### src/rtl/sprite_palette_ctrl.sv
// Banked RGB palette with a 2-stage lookup pipeline and a frame-stepped
// brightness fade applied to every lookup result.
module sprite_palette_ctrl #(
    parameter int INDEX_W    = 4,
    parameter int CHAN_W     = 4,
    parameter int BANKS      = 2,
    parameter int TRANSP_IDX = 0,
    localparam int BANK_W    = (BANKS > 1) ? $clog2(BANKS) : 1,
    localparam int LVL_MAX   = 2 ** CHAN_W
) (
    input  logic                  Clk,
    input  logic                  Reset_n,
    input  logic                  valid_in,
    input  logic [INDEX_W-1:0]    index,
    input  logic [BANK_W-1:0]     bank,
    input  logic                  wr_en,
    input  logic [BANK_W-1:0]     wr_bank,
    input  logic [INDEX_W-1:0]    wr_addr,
    input  logic [3*CHAN_W-1:0]   wr_data,
    input  logic [1:0]            fade_cmd,
    input  logic                  frame_tick,
    output logic                  valid_out,
    output logic [CHAN_W-1:0]     red,
    output logic [CHAN_W-1:0]     green,
    output logic [CHAN_W-1:0]     blue,
    output logic                  transparent,
    output logic                  fade_busy,
    output logic [CHAN_W:0]       fade_level
);

    localparam int DEPTH   = 2 ** INDEX_W;
    localparam int ENTRY_W = 3 * CHAN_W;
    localparam logic [CHAN_W:0] LVL_TOP = (CHAN_W+1)'(LVL_MAX);
    localparam logic [CHAN_W:0] LVL_ONE = (CHAN_W+1)'(1);

    typedef enum logic [1:0] {IDLE, FADE_OUT, FADE_IN} fade_state_t;

    fade_state_t          state_reg, state_next;
    logic [CHAN_W:0]      level_reg, level_next;

    logic [ENTRY_W-1:0]   pal_reg [BANKS][DEPTH];
    logic [ENTRY_W-1:0]   s1_entry_reg;
    logic                 s1_valid_reg;
    logic                 s1_transp_reg;
    logic [CHAN_W-1:0]    scaled [3];

    // Palette storage; lookups read the pre-write contents on a collision.
    always_ff @(posedge Clk) begin
        if (!Reset_n) begin
            for (int b = 0; b < BANKS; b++) begin
                for (int e = 0; e < DEPTH; e++) begin
                    pal_reg[b][e] <= (e == TRANSP_IDX) ? '1 : '0;
                end
            end
        end else if (wr_en && (int'(wr_bank) < BANKS)) begin
            pal_reg[wr_bank][wr_addr] <= wr_data;
        end
    end

    always_ff @(posedge Clk) begin
        if (!Reset_n) begin
            s1_entry_reg  <= '0;
            s1_valid_reg  <= 1'b0;
            s1_transp_reg <= 1'b0;
        end else begin
            s1_entry_reg  <= (int'(bank) < BANKS) ? pal_reg[bank][index] : '0;
            s1_valid_reg  <= valid_in;
            s1_transp_reg <= (index == INDEX_W'(TRANSP_IDX));
        end
    end

    // Channel 0 is blue, 2 is red; the product never exceeds 2*CHAN_W bits.
    genvar gi;
    generate
        for (gi = 0; gi < 3; gi++) begin : g_chan
            logic [2*CHAN_W-1:0] prod;
            assign prod = (2*CHAN_W)'(s1_entry_reg[gi*CHAN_W +: CHAN_W])
                        * (2*CHAN_W)'(level_reg);
            assign scaled[gi] = prod[2*CHAN_W-1:CHAN_W];
        end
    endgenerate

    always_ff @(posedge Clk) begin
        if (!Reset_n) begin
            valid_out   <= 1'b0;
            red         <= '0;
            green       <= '0;
            blue        <= '0;
            transparent <= 1'b0;
        end else begin
            valid_out <= s1_valid_reg;
            if (s1_valid_reg) begin
                red         <= scaled[2];
                green       <= scaled[1];
                blue        <= scaled[0];
                transparent <= s1_transp_reg;
            end
        end
    end

    always_ff @(posedge Clk) begin
        if (!Reset_n) begin
            state_reg <= IDLE;
            level_reg <= LVL_TOP;
        end else begin
            state_reg <= state_next;
            level_reg <= level_next;
        end
    end

    // A fade already at its end level still occupies one tick before idling.
    always_comb begin
        state_next = state_reg;
        level_next = level_reg;
        case (state_reg)
            IDLE: begin
                if (fade_cmd == 2'b01) begin
                    state_next = FADE_OUT;
                end else if (fade_cmd == 2'b10) begin
                    state_next = FADE_IN;
                end
            end
            FADE_OUT: begin
                if (frame_tick) begin
                    if (level_reg != '0) begin
                        level_next = level_reg - LVL_ONE;
                    end
                    if (level_reg <= LVL_ONE) begin
                        state_next = IDLE;
                    end
                end
            end
            FADE_IN: begin
                if (frame_tick) begin
                    if (level_reg != LVL_TOP) begin
                        level_next = level_reg + LVL_ONE;
                    end
                    if (level_reg >= LVL_TOP - LVL_ONE) begin
                        state_next = IDLE;
                    end
                end
            end
            default: state_next = IDLE;
        endcase
    end

    assign fade_busy  = (state_reg != IDLE);
    assign fade_level = level_reg;

endmodule

### config.mk
export PLATFORM = sky130hd
export DESIGN_NAME = sprite_palette_ctrl
export DESIGN_NICKNAME = d
export VERILOG_FILES = /design/src/rtl/sprite_palette_ctrl.sv
export SDC_FILE = /design/constraint.sdc
export NUM_CORES = 1
export LEC_CHECK = 0
export CAP_MARGIN = 30
export CORE_UTILIZATION = 62
export CTS_CLUSTER_SIZE = 16
export DETAILED_ROUTE_END_ITERATION = 10
export GPL_TIMING_DRIVEN = 0
export PLACE_DENSITY = 0.88
export SLEW_MARGIN = 20
export SYNTH_ARGS = -nofsm -noshare
export SYNTH_HDL_FRONTEND = slang
export SYNTH_SLANG_ARGS = --single-unit
export TNS_END_PERCENT = 30
### constraint.sdc
create_clock -name Clk -period 4.3 [get_ports Clk]
set_input_delay 0.86 -clock Clk [delete_from_list [all_inputs] [get_ports Clk]]
set_output_delay 0.86 -clock Clk [all_outputs]
set_load 0.02 [all_outputs]
# Word level (Yosys, flattened, before mapping)
# Memory sizes are Yosys's and may differ from the RTL's.
# Cells that the tools add are included.
# totals
ff_bits	35
latchBits	0
ram_bits	384
rom_bits	0
input_bits	29
output_inout_bits	20
elab_cells	68
memories	1
# mem_list
name	words	word_bits	rd	rd_clocked_by_memory_dff	wr	line_no	rtl
pal_reg	2	192	1	0	2	41	logic [ENTRY_W-1:0] pal_reg [BANKS][DEPTH];
# op_classes
n_addsub	2
n_mul	3
n_div	0
magnitude_cmp	5
eq_ne	12
shifts	0
n_mux	24
bitwise_logic	2
reduce_logical	9
# op_table
cell	n
$mux W192	3
$reduce_or A192 Y1	1
$bmux W12 S4	1
$demux W12 S4	1
$mux W12	3
$mul A4 B5 Y8	3
$mux W5	4
$mux W2	6
$ne A2 B2 Y1 const B	6
$ge A5 B5 Y1 const B	2
$not A4 Y5	2
$pmux W5 S2	1
$reduce_and A5 Y1	2
$pmux W2 S3	1
$add A5 B1 Y5 const B	1
$ge A5 B4 Y1 const B	1
$le A5 B1 Y1 const B	1
$lt A5 B1 Y1 const B	1
$ne A5 B5 Y1 const B	1
$reduce_bool A5 Y1	1
$sub A5 B1 Y5 const B	1
$eq A2 B1 Y1 const B	2
$eq A2 B2 Y1 const B	2
$logic_not A4 Y1	1
5 further kinds	9

# Depth between registers and ports, before layout
# Gate-level depths: netlist (run 1).
# depth
ltp_word	8
mapped_depth	13
depth_no_buf	11

# Least setup slack after synthesis (run 1)
# Ideal clock, no wire load.
# synth_path
kind	register -> register
from	reg level_reg[2], in the netlist fade_level[2]
to	reg blue[3]
setup_time_ps	86
arrival_time_ps	3041
required_ps	4214
setup_slack_ps	1174
stages_incl_launch_ff	12
path_buffers	2
cell_sequence	dfxtp_1 > clkbuf_1 > clkbuf_1 > nand2_1 > fa_1 > fa_1 > inv_1 > ha_1 > o21a_1 > a21oi_1 > nor2_1 > a211oi_1
# synth_between
elab_chain_len	1
# synth_lines
element	line_no	rtl
from (decl)	39	logic [CHAN_W:0] level_reg, level_next;
from (signal assigned)	107	level_reg <= level_next;
$mul A4 B5 Y8	78	* (2*CHAN_W)'(level_reg);
to (signal assigned)	95	blue <= scaled[0];
to (decl)	25	output logic [CHAN_W-1:0] blue,
# No other way between the ends.
# A chain may end at the register's enable or synchronous reset.

==> results of run 1 <==
## placed cells by master, fill, tap and decap left out, types with 11 or more instances in the layout
cell type        count
or2_2               14
clkbuf_16           42
nand3_1             11
a22oi_1             12
fa_1                15
clkdlybuf4s50_1     42
clkbuf_1            63
mux2i_1             18
dfxtp_1             35
edfxtp_1           384
buf_6               22
a21oi_1             16
buf_2               15
nand2_1             89
mux4_1              16
mux4_2              86
inv_1               37
and2_1              38
o21ai_2             15
nor2_1             194
nor2b_1             16
clkinv_1            11
ha_1                33
## layer usage
metal	up-vias	share of wire, %	global-route usage, %
met2	1112	49	56.3
met3	246	12	8.85
met4	4	6.0	19.8
met1	5938	33	42.7
li1	4835	-	-
met5	-	0.052	0
## synth_stat cells (all sizes together), types with 14 or more instances
cell type / n
edfxtp: 384
nor2: 194
mux4: 102
nand2: 89
clkbuf: 55
and2: 39
inv: 37
dfxtp: 35
ha: 33
buf: 31
o21ai: 25
mux2i: 18
a21oi: 16
nor2b: 16
fa: 15
or2: 14
## path summary, 6_finish.rpt
path              depth (start not counted)  slack (ps)             end           from
setup / recovery                          8         670  pal_reg[1][44]        Reset_n
hold reg to reg                           2         460        green[1]       green[1]
setup reg to reg                         12         710          red[3]  fade_level[2]
hold / removal                            2         460        green[1]       green[1]
## critical path: stages
cell and delay [ps]:
clkdlybuf4s50_1 490, buf_6 190, and2_1 140, clkbuf_1 360, buf_2 440, nand2_1 460, clkbuf_1 430, inv_1 510
## final cells by class
| class | count | area [sq um] | share of cell area (%) |
|---|---|---|---|
| buffer | 86 | 462 | 2.18 |
| inverter | 37 | 139 | 0.656 |
| timing repair buffer | 56 | 572 | 2.70 |
| multi-input combinational | 691 | 5990 | 28.3 |
| clock buffer | 53 | 1100 | 5.21 |
| tap | 390 | 488 | 2.30 |
| clock inverter | 19 | 193 | 0.910 |
| sequential | 419 | 12200 | 57.8 |
## kinds of logic after synthesis
family | Yosys count | synth area share, %
adders and majority gates | 48 | 3.80
muxes | 121 | 13.6
DFF | 419 | 65.2
AOI/OAI and AO/OA | 96 | 3.45
xor gates and xnor gates | 16 | 0.747
and+or+nand+nor | 410 | 10.0
buffers and inverters | 123 | 3.20
## metrics by stage
step	utilization [%]	instance area (sq um)	worst slack, ps	setup TNS, ps	cells
finish	71.2	21200	672	0	1751
global route	71.2	21200	505	0	1751
CTS	71.2	21200	722	0	1750
detailed placement	66.9	19900	358	0	1678
global placement	66.2	19700	-475	-15050	1665
floorplan	-	18800	1170	0	1233
## power by group through the flow
stage	logic (W)	registers [W]	clock network, W
3_3_place_gp	0.000786	0.00487	0
6_report	0.000874	0.00483	0.00357
2_1_floorplan	0.000530	0.00486	0
3_5_place_dp	0.000837	0.00489	0
5_1_grt	0.000911	0.00484	0.00368
4_1_cts	0.000853	0.00482	0.00354
==> flow_summary.json, run 1 <==
{
  "status": "finished clean",
  "peakVddDrop_uv": 388,
  "synth_edf_count": 384,
  "pwr-share-seq_pct": 52.0,
  "hold_viol_final": 0,
  "grt_max_degree": 16,
  "synth_cells": 1233,
  "synth_nets": 1310,
  "synth.distinct_cells": 51,
  "fin_crit_ps": 3630,
  "ys_async_sr_fraction_pct": 0,
  "fill_cells": 1693,
  "power.total_w": 0.00927,
  "clk_latency_ps": 570,
  "diodes": 0,
  "slew_viol_final": 0,
  "grt_pass1_vias": 12306,
  "pin_count": 49,
  "finalSetupViolations": 0,
  "critPathArrivalTime_ps": 3890,
  "largest_register_ffs": 384,
  "first_pass_iters": 6,
  "synth_top_area_cell": "edfxtp_1",
  "synth_area_leaders": "edfxtp_1 (61%), mux4_2 (10%), nor2_1 (3.9%)",
  "first_iter_violations": 2108,
  "die_h_um": 176,
  "swShare_pct": 23.8,
  "clock-skew-final_ps": 26.1,
  "yosysTopAreaCellShare_pct": 61.5,
  "rsz0062_at_grt": "no",
  "post-route-period-util_pct": 84.4,
  "htree_levels": 2,
  "postCtsSetupBuffers": 0,
  "fmax_mhz": 276,
  "power.leakage_nw": 7.39,
  "max-cap-violations": 0,
  "wl_per_cell_um": 29.7,
  "hold_buffers": 0,
  "grt_remaining_overflow": 0,
  "cts.path.max_buffers": 3,
  "cts-root-buf": "clkbuf_16",
  "vias": 12135,
  "drt_drc_violations_left": 0,
  "min_path_type": "reg2reg",
  "grt_antenna_before_repair": 3,
  "start_util_pct": 63.1,
  "worst_setup_path_start_kind": "input pin",
  "power_frac_comb_pct": 9.4,
  "p_per_area_nw_per_um2": 438,
  "routed_wl_um": 52100,
  "worst_pin_slew_ps": 959,
  "max_slew_margin_pct": 36.1,
  "fin_nets": 1409,
  "netlist_area_sq_um": 18800,
  "cts_resized": 0,
  "hold_ws_ps": 463,
  "grt_pass1_wl_um": 76200,
  "synthFlopType": "edfxtp_1",
  "power.internal_w": 0.00707,
  "dieArea_sq_um": 31000,
  "coreArea_sq_um": 29700,
  "portBuffers": 42,
  "synth_warnings": 0,
  "cts_sinks": 419,
  "seq_area_frac_synth_pct": 65.2,
  "clkPwrFrac_pct": 38.5,
  "row_count": 63,
  "chipWidth_um": 176,
  "synth-seq-cells": 419,
  "place.gp.congestion": 0.962,
  "grt_use_total_pct": 34.7,
  "clkTransAtPathRegs_ps": 60,
  "syn_avg_cell_area_sq_um": 15.2,
  "final_layout_size_suffix_gt1_share_pct": 15.5,
  "cts_made_buffers": 41,
  "p_sw_w": 0.00221,
  "vias_per_cell": 6.93,
  "place_hpwl_um": 33300,
  "required_ps": 4570,
  "cts_tree": "built",
  "ant_nets": 0,
  "area_growth_pct": 12.9,
  "worstSetupPathType": "in2reg",
  "path_max_fanout": 15,
  "end_kind": "register"
}
Power figures use the tool's default switching activity.
==> inputs of run 2 (changes only) <==
CORE_UTILIZATION = 56   (was 62)
PLACE_DENSITY = 0.84   (was 0.88)
clock period = 2.9 ns   (was 4.3 ns; I/O delays follow)
==> flow_summary.json, run 2 (same netlist as run 1, synthesis figures left out) <==
{
  "place_hpwl_um": 32800,
  "top_layer_used": "met5",
  "cts-root-buf": "clkbuf_16",
  "first_iter_violations": 1469,
  "fill_cells": 2197,
  "hold_viol_final": 0,
  "min_path_type": "in2reg",
  "vias_per_cell": 6.46,
  "chipWidth_um": 185,
  "pin_count": 49,
  "place.gp.congestion": 0.957,
  "cts.path.max_buffers": 3,
  "hold_ws_ps": 418,
  "hold_buffers": 0,
  "coreArea_sq_um": 32800,
  "post-route-period-util_pct": 104,
  "grt_use_total_pct": 29.0,
  "required_ps": 3020,
  "htree_levels": 2,
  "power.internal_w": 0.0106,
  "die_h_um": 185,
  "grt_antenna_before_repair": 2,
  "ant_nets": 0,
  "first_pass_iters": 7,
  "fmax_mhz": 330,
  "clk_latency_ps": 570,
  "rsz0062_at_grt": "yes",
  "final_common_cell": "edfxtp_1",
  "p_sw_w": 0.00316,
  "clkTransAtPathRegs_ps": 60,
  "vias": 11712,
  "route.met3.wl_um": 5450,
  "max_slew_margin_pct": 32.5,
  "fin_nets": 1419,
  "worst_setup_path_start_kind": "input pin",
  "swShare_pct": 23.0,
  "path_max_fanout": 12,
  "grt_max_degree": 16,
  "regArea_sq_um": 12200,
  "pwr-share-seq_pct": 51.9,
  "drt_drc_violations_left": 0,
  "finalWorstSetupSlack_ps": -128,
  "critPathArrivalTime_ps": 3150,
  "largest_register_ffs": 384,
  "finalSetupViolations": 75,
  "p_per_area_nw_per_um2": 637,
  "dieArea_sq_um": 34200,
  "final.setup.tns_ps": -5350,
  "clock-skew-final_ps": 28.8,
  "status": "complete, but fails checks",
  "final_layout_size_suffix_gt1_share_pct": 19.3,
  "worstSetupPathType": "in2reg",
  "wl_per_cell_um": 26.6,
  "diodes": 0,
  "failed_checks": "negative setup slack",
  "reg2reg_slack_ps": 50,
  "end_kind": "register",
  "multiInputGateArea_sq_um": 6080,
  "row_count": 66,
  "area_growth_pct": 14.8,
  "worst_pin_slew_ps": 1010,
  "power.leakage_nw": 7.50,
  "slew_viol_final": 0,
  "clkPwrFrac_pct": 38.5,
  "start_util_pct": 57.2,
  "fin_crit_ps": 3030,
  "cts_tree": "built",
  "peakVddDrop_uv": 670,
  "grt_pass1_wl_um": 70600,
  "grt_pass1_vias": 11590,
  "wl_met1_um": 17100,
  "final_cell_mix": "edfxtp_1 (384), nor2_1 (194), mux4_2 (86)",
  "power_frac_comb_pct": 9.6,
  "cts_sinks": 419,
  "cts_made_buffers": 41,
  "routed_wl_um": 48200,
  "wl_met2_um": 24200,
  "max-cap-violations": 0,
  "grt_remaining_overflow": 0,
  "portBuffers": 42
}
[run 2: power groups by stage]
stage / Sequential (W) / Clock [W] / Combinational [W]
floorplan: 0.00721 / 0 / 0.000790
global placement: 0.00722 / 0 / 0.00118
detailed placement: 0.00725 / 0 / 0.00125
CTS: 0.00713 / 0.00528 / 0.00127
global route: 0.00716 / 0.00549 / 0.00139
finish: 0.00713 / 0.00528 / 0.00132
[run 2: cell type report]
class | instances | share of cell area, %
Sequential cell | 419 | 56.8
Timing Repair Buffer | 68 | 3.25
Clock inverter | 20 | 1.01
Clock buffer | 52 | 5.05
Inverter | 37 | 0.697
Buffer | 84 | 2.39
Multi-Input combinational cell | 691 | 28.2
Tap cell | 442 | 2.57
[run 2: critical path, cell delays in order]
cell,delay (ps)
clkdlybuf4s50_1,510
buf_6,190
clkdlybuf4s15_1,670
clkbuf_1,550
nand2_1,610
[run 2: path summary, 6_finish.rpt]
check / from / to / cells after the start
worst min register to register: red[1] / red[1] / 2
worst max register to register: fade_level[0] / red[1] / 11
worst min-delay path: index[3] / s1_entry_reg[6] / 2
worst max-delay path: Reset_n / pal_reg[0][41] / 5
[run 2: routing by layer]
| metal | track usage (%) | vias to the layer above |
|---|---|---|
| met2 | 48.3 | 874 |
| met1 | 38.4 | 5860 |
| met5 | 0 | - |
| met4 | 10.4 | 4 |
| li1 | - | 4845 |
| met3 | 5.37 | 129 |
[run 2: metrics by stage]
step / worst slack, ps / utilization, % / std cells / total power [W] / area (sq um)
global placement: -1390 / 60.3 / 1717 / 0.00840 / 19800
finish: -128 / 65.7 / 1813 / 0.0137 / 21500
floorplan: -9.58 / - / 1233 / 0.00800 / 18800
global route: -204 / 65.7 / 1813 / 0.0140 / 21500
detailed placement: -791 / 60.9 / 1729 / 0.00850 / 20000
CTS: -117 / 65.1 / 1801 / 0.0137 / 21300
[run 2: what timing repair did]
item,4_1_cts,5_1_grt
gates cloned,0,2
gates resized for setup,19,38
endpoints found under the setup margin,80,308
pin swaps,2,13
buffers inserted,0,12
==> inputs of run 3 (changes only) <==
CORE_ASPECT_RATIO = 1.25   (was default)
GPL_TIMING_DRIVEN = default   (was 0)
==> flow_summary.json, run 3 (same netlist as run 1, synthesis figures left out) <==
{
  "peakVddDrop_uv": 612,
  "vias": 11895,
  "grt_pass1_wl_um": 72900,
  "largest_register_ffs": 384,
  "cpPeakStageDelay_ps": 510,
  "final_common_cell": "edfxtp_1",
  "area_growth_pct": 15.2,
  "grt_max_degree": 73,
  "drt_drc_violations_left": 5,
  "power.internal_w": 0.0104,
  "grt_antenna_before_repair": 0,
  "post-route-period-util_pct": 97.7,
  "cts.path.max_buffers": 3,
  "grt_pass1_vias": 11888,
  "place_hpwl_um": 31300,
  "p_sw_w": 0.00315,
  "vias_per_cell": 6.59,
  "finalWorstSetupSlack_ps": 67.0,
  "path_max_fanout": 8,
  "first_iter_violations": 1801,
  "worst_setup_path_start_kind": "register",
  "portBuffers": 48,
  "final_layout_size_suffix_gt1_share_pct": 20.7,
  "final_cell_mix": "edfxtp_1 (384), nor2_1 (194), buf_4 (109)",
  "ant_nets": 0,
  "critical_path.most_common_cell": "fa_1",
  "p_per_area_nw_per_um2": 627,
  "max-cap-violations": 0,
  "clkPwrFrac_pct": 37.3,
  "fin_nets": 1434,
  "routed_wl_um": 49100,
  "clk_latency_ps": 560,
  "crit_chain": "buf_4 > nand2_1 > fa_1 > inv_1 > fa_1 > ha_1 > nand4_1 > o21bai_2 > a21oi_1 > xor2_1 > o21ai_0",
  "power_frac_comb_pct": 9.9,
  "reg2reg_slack_ps": 70,
  "postCtsSetupBuffers": 0,
  "max_slew_margin_pct": 40.5,
  "wl_per_cell_um": 27.2,
  "pwr-share-seq_pct": 52.8,
  "status": "complete, but fails checks",
  "power.leakage_nw": 7.71,
  "cts-root-buf": "clkbuf_16",
  "swShare_pct": 23.3,
  "hold_buffers": 0,
  "fin_area_sq_um": 21600,
  "hold_viol_final": 0,
  "cp_top_family": "adder cells",
  "cts_made_buffers": 40,
  "grt_remaining_overflow": 0,
  "failed_checks": "design-rule violations",
  "end_kind": "register",
  "required_ps": 3340,
  "die_h_um": 207,
  "cts_tree": "built",
  "chipWidth_um": 166,
  "grt_use_total_pct": 29.3,
  "fin_util_pct": 65.7,
  "clock-skew-final_ps": 22.0,
  "coreArea_sq_um": 32900,
  "slew_viol_final": 0,
  "diodes": 0,
  "worst_pin_slew_ps": 885,
  "fin_crit_ps": 2830,
  "cts_sinks": 419,
  "clkTransAtPathRegs_ps": 60,
  "cp_num_buf_inv": 2,
  "dpl_cell_area_sq_um": 20400,
  "rsz0062_at_grt": "yes",
  "worstSetupPathType": "reg2reg",
  "pin_count": 49,
  "dieArea_sq_um": 34200,
  "first_pass_iters": 11,
  "cp_slowest_cell": "fa_1",
  "place.gp.congestion": 0.884,
  "row_count": 74,
  "critPathArrivalTime_ps": 3270,
  "htree_levels": 2,
  "place_ws_ps": 149,
  "fmax_mhz": 353,
  "start_util_pct": 57.1,
  "finalSetupViolations": 0,
  "min_path_type": "reg2reg"
}
==> run 3: power by group through the flow <==
stage / clock network (W) / logic, W / registers [W]
5_1_grt: 0.00528 / 0.00140 / 0.00717
3_5_place_dp: 0 / 0.00130 / 0.00726
6_report: 0.00505 / 0.00134 / 0.00715
2_1_floorplan: 0 / 0.000790 / 0.00721
3_3_place_gp: 0 / 0.00126 / 0.00722
4_1_cts: 0.00506 / 0.00132 / 0.00714
==> run 3: what timing repair did <==
action | 4_1_cts | 5_1_grt
resized for setup | 0 | 4
endpoints found under the setup margin | 0 | 7
hold endpoints to repair | 0 | 0
==> run 3: worst paths after layout <==
path	start	depth (start not counted)	endpoint
setup reg to reg	fade_level[1]	11	blue[1]
hold / removal	blue[1]	2	blue[1]
hold reg to reg	blue[1]	2	blue[1]
setup / recovery	fade_level[1]	11	blue[1]
==> run 3: cell type report <==
cell class,count,area (sq um)
Inverter,37,139
Clock buffer,51,1040
Fill cell,2089,11300
Tap cell,418,523
Multi-Input combinational cell,691,5950
Sequential cell,419,12200
Timing Repair Buffer,168,1530
Clock inverter,20,188
==> run 3: stage by stage <==
step	hold slack, ps	power, W	std cells	setup TNS [ps]
after floorplan	463	0.00800	1233	-9.58
after global placement	444	0.00848	1733	0
after detailed placement	459	0.00856	1733	0
after CTS	474	0.0135	1804	0
after global routing	494	0.0139	1804	-82.7
final	466	0.0135	1804	0
==> run 3: routing by layer <==
metal  part of all wire, %  vias to the layer above  GRT usage, %
li1                      -                     4868             -
met1                    33                     5843          34.9
met2                    49                      978          49.3
met3                    11                      206          5.76
met4                   6.6                        0          19.1
met5                     0                        -             0
==> run 3: worst min-delay path: cells and delay by family (launching register included) <==
| family | cells | cell delay (ps) |
|---|---|---|
| simple gates | 1 | 50 |
| flops | 1 | 330 |
| compound gates | 1 | 60 |
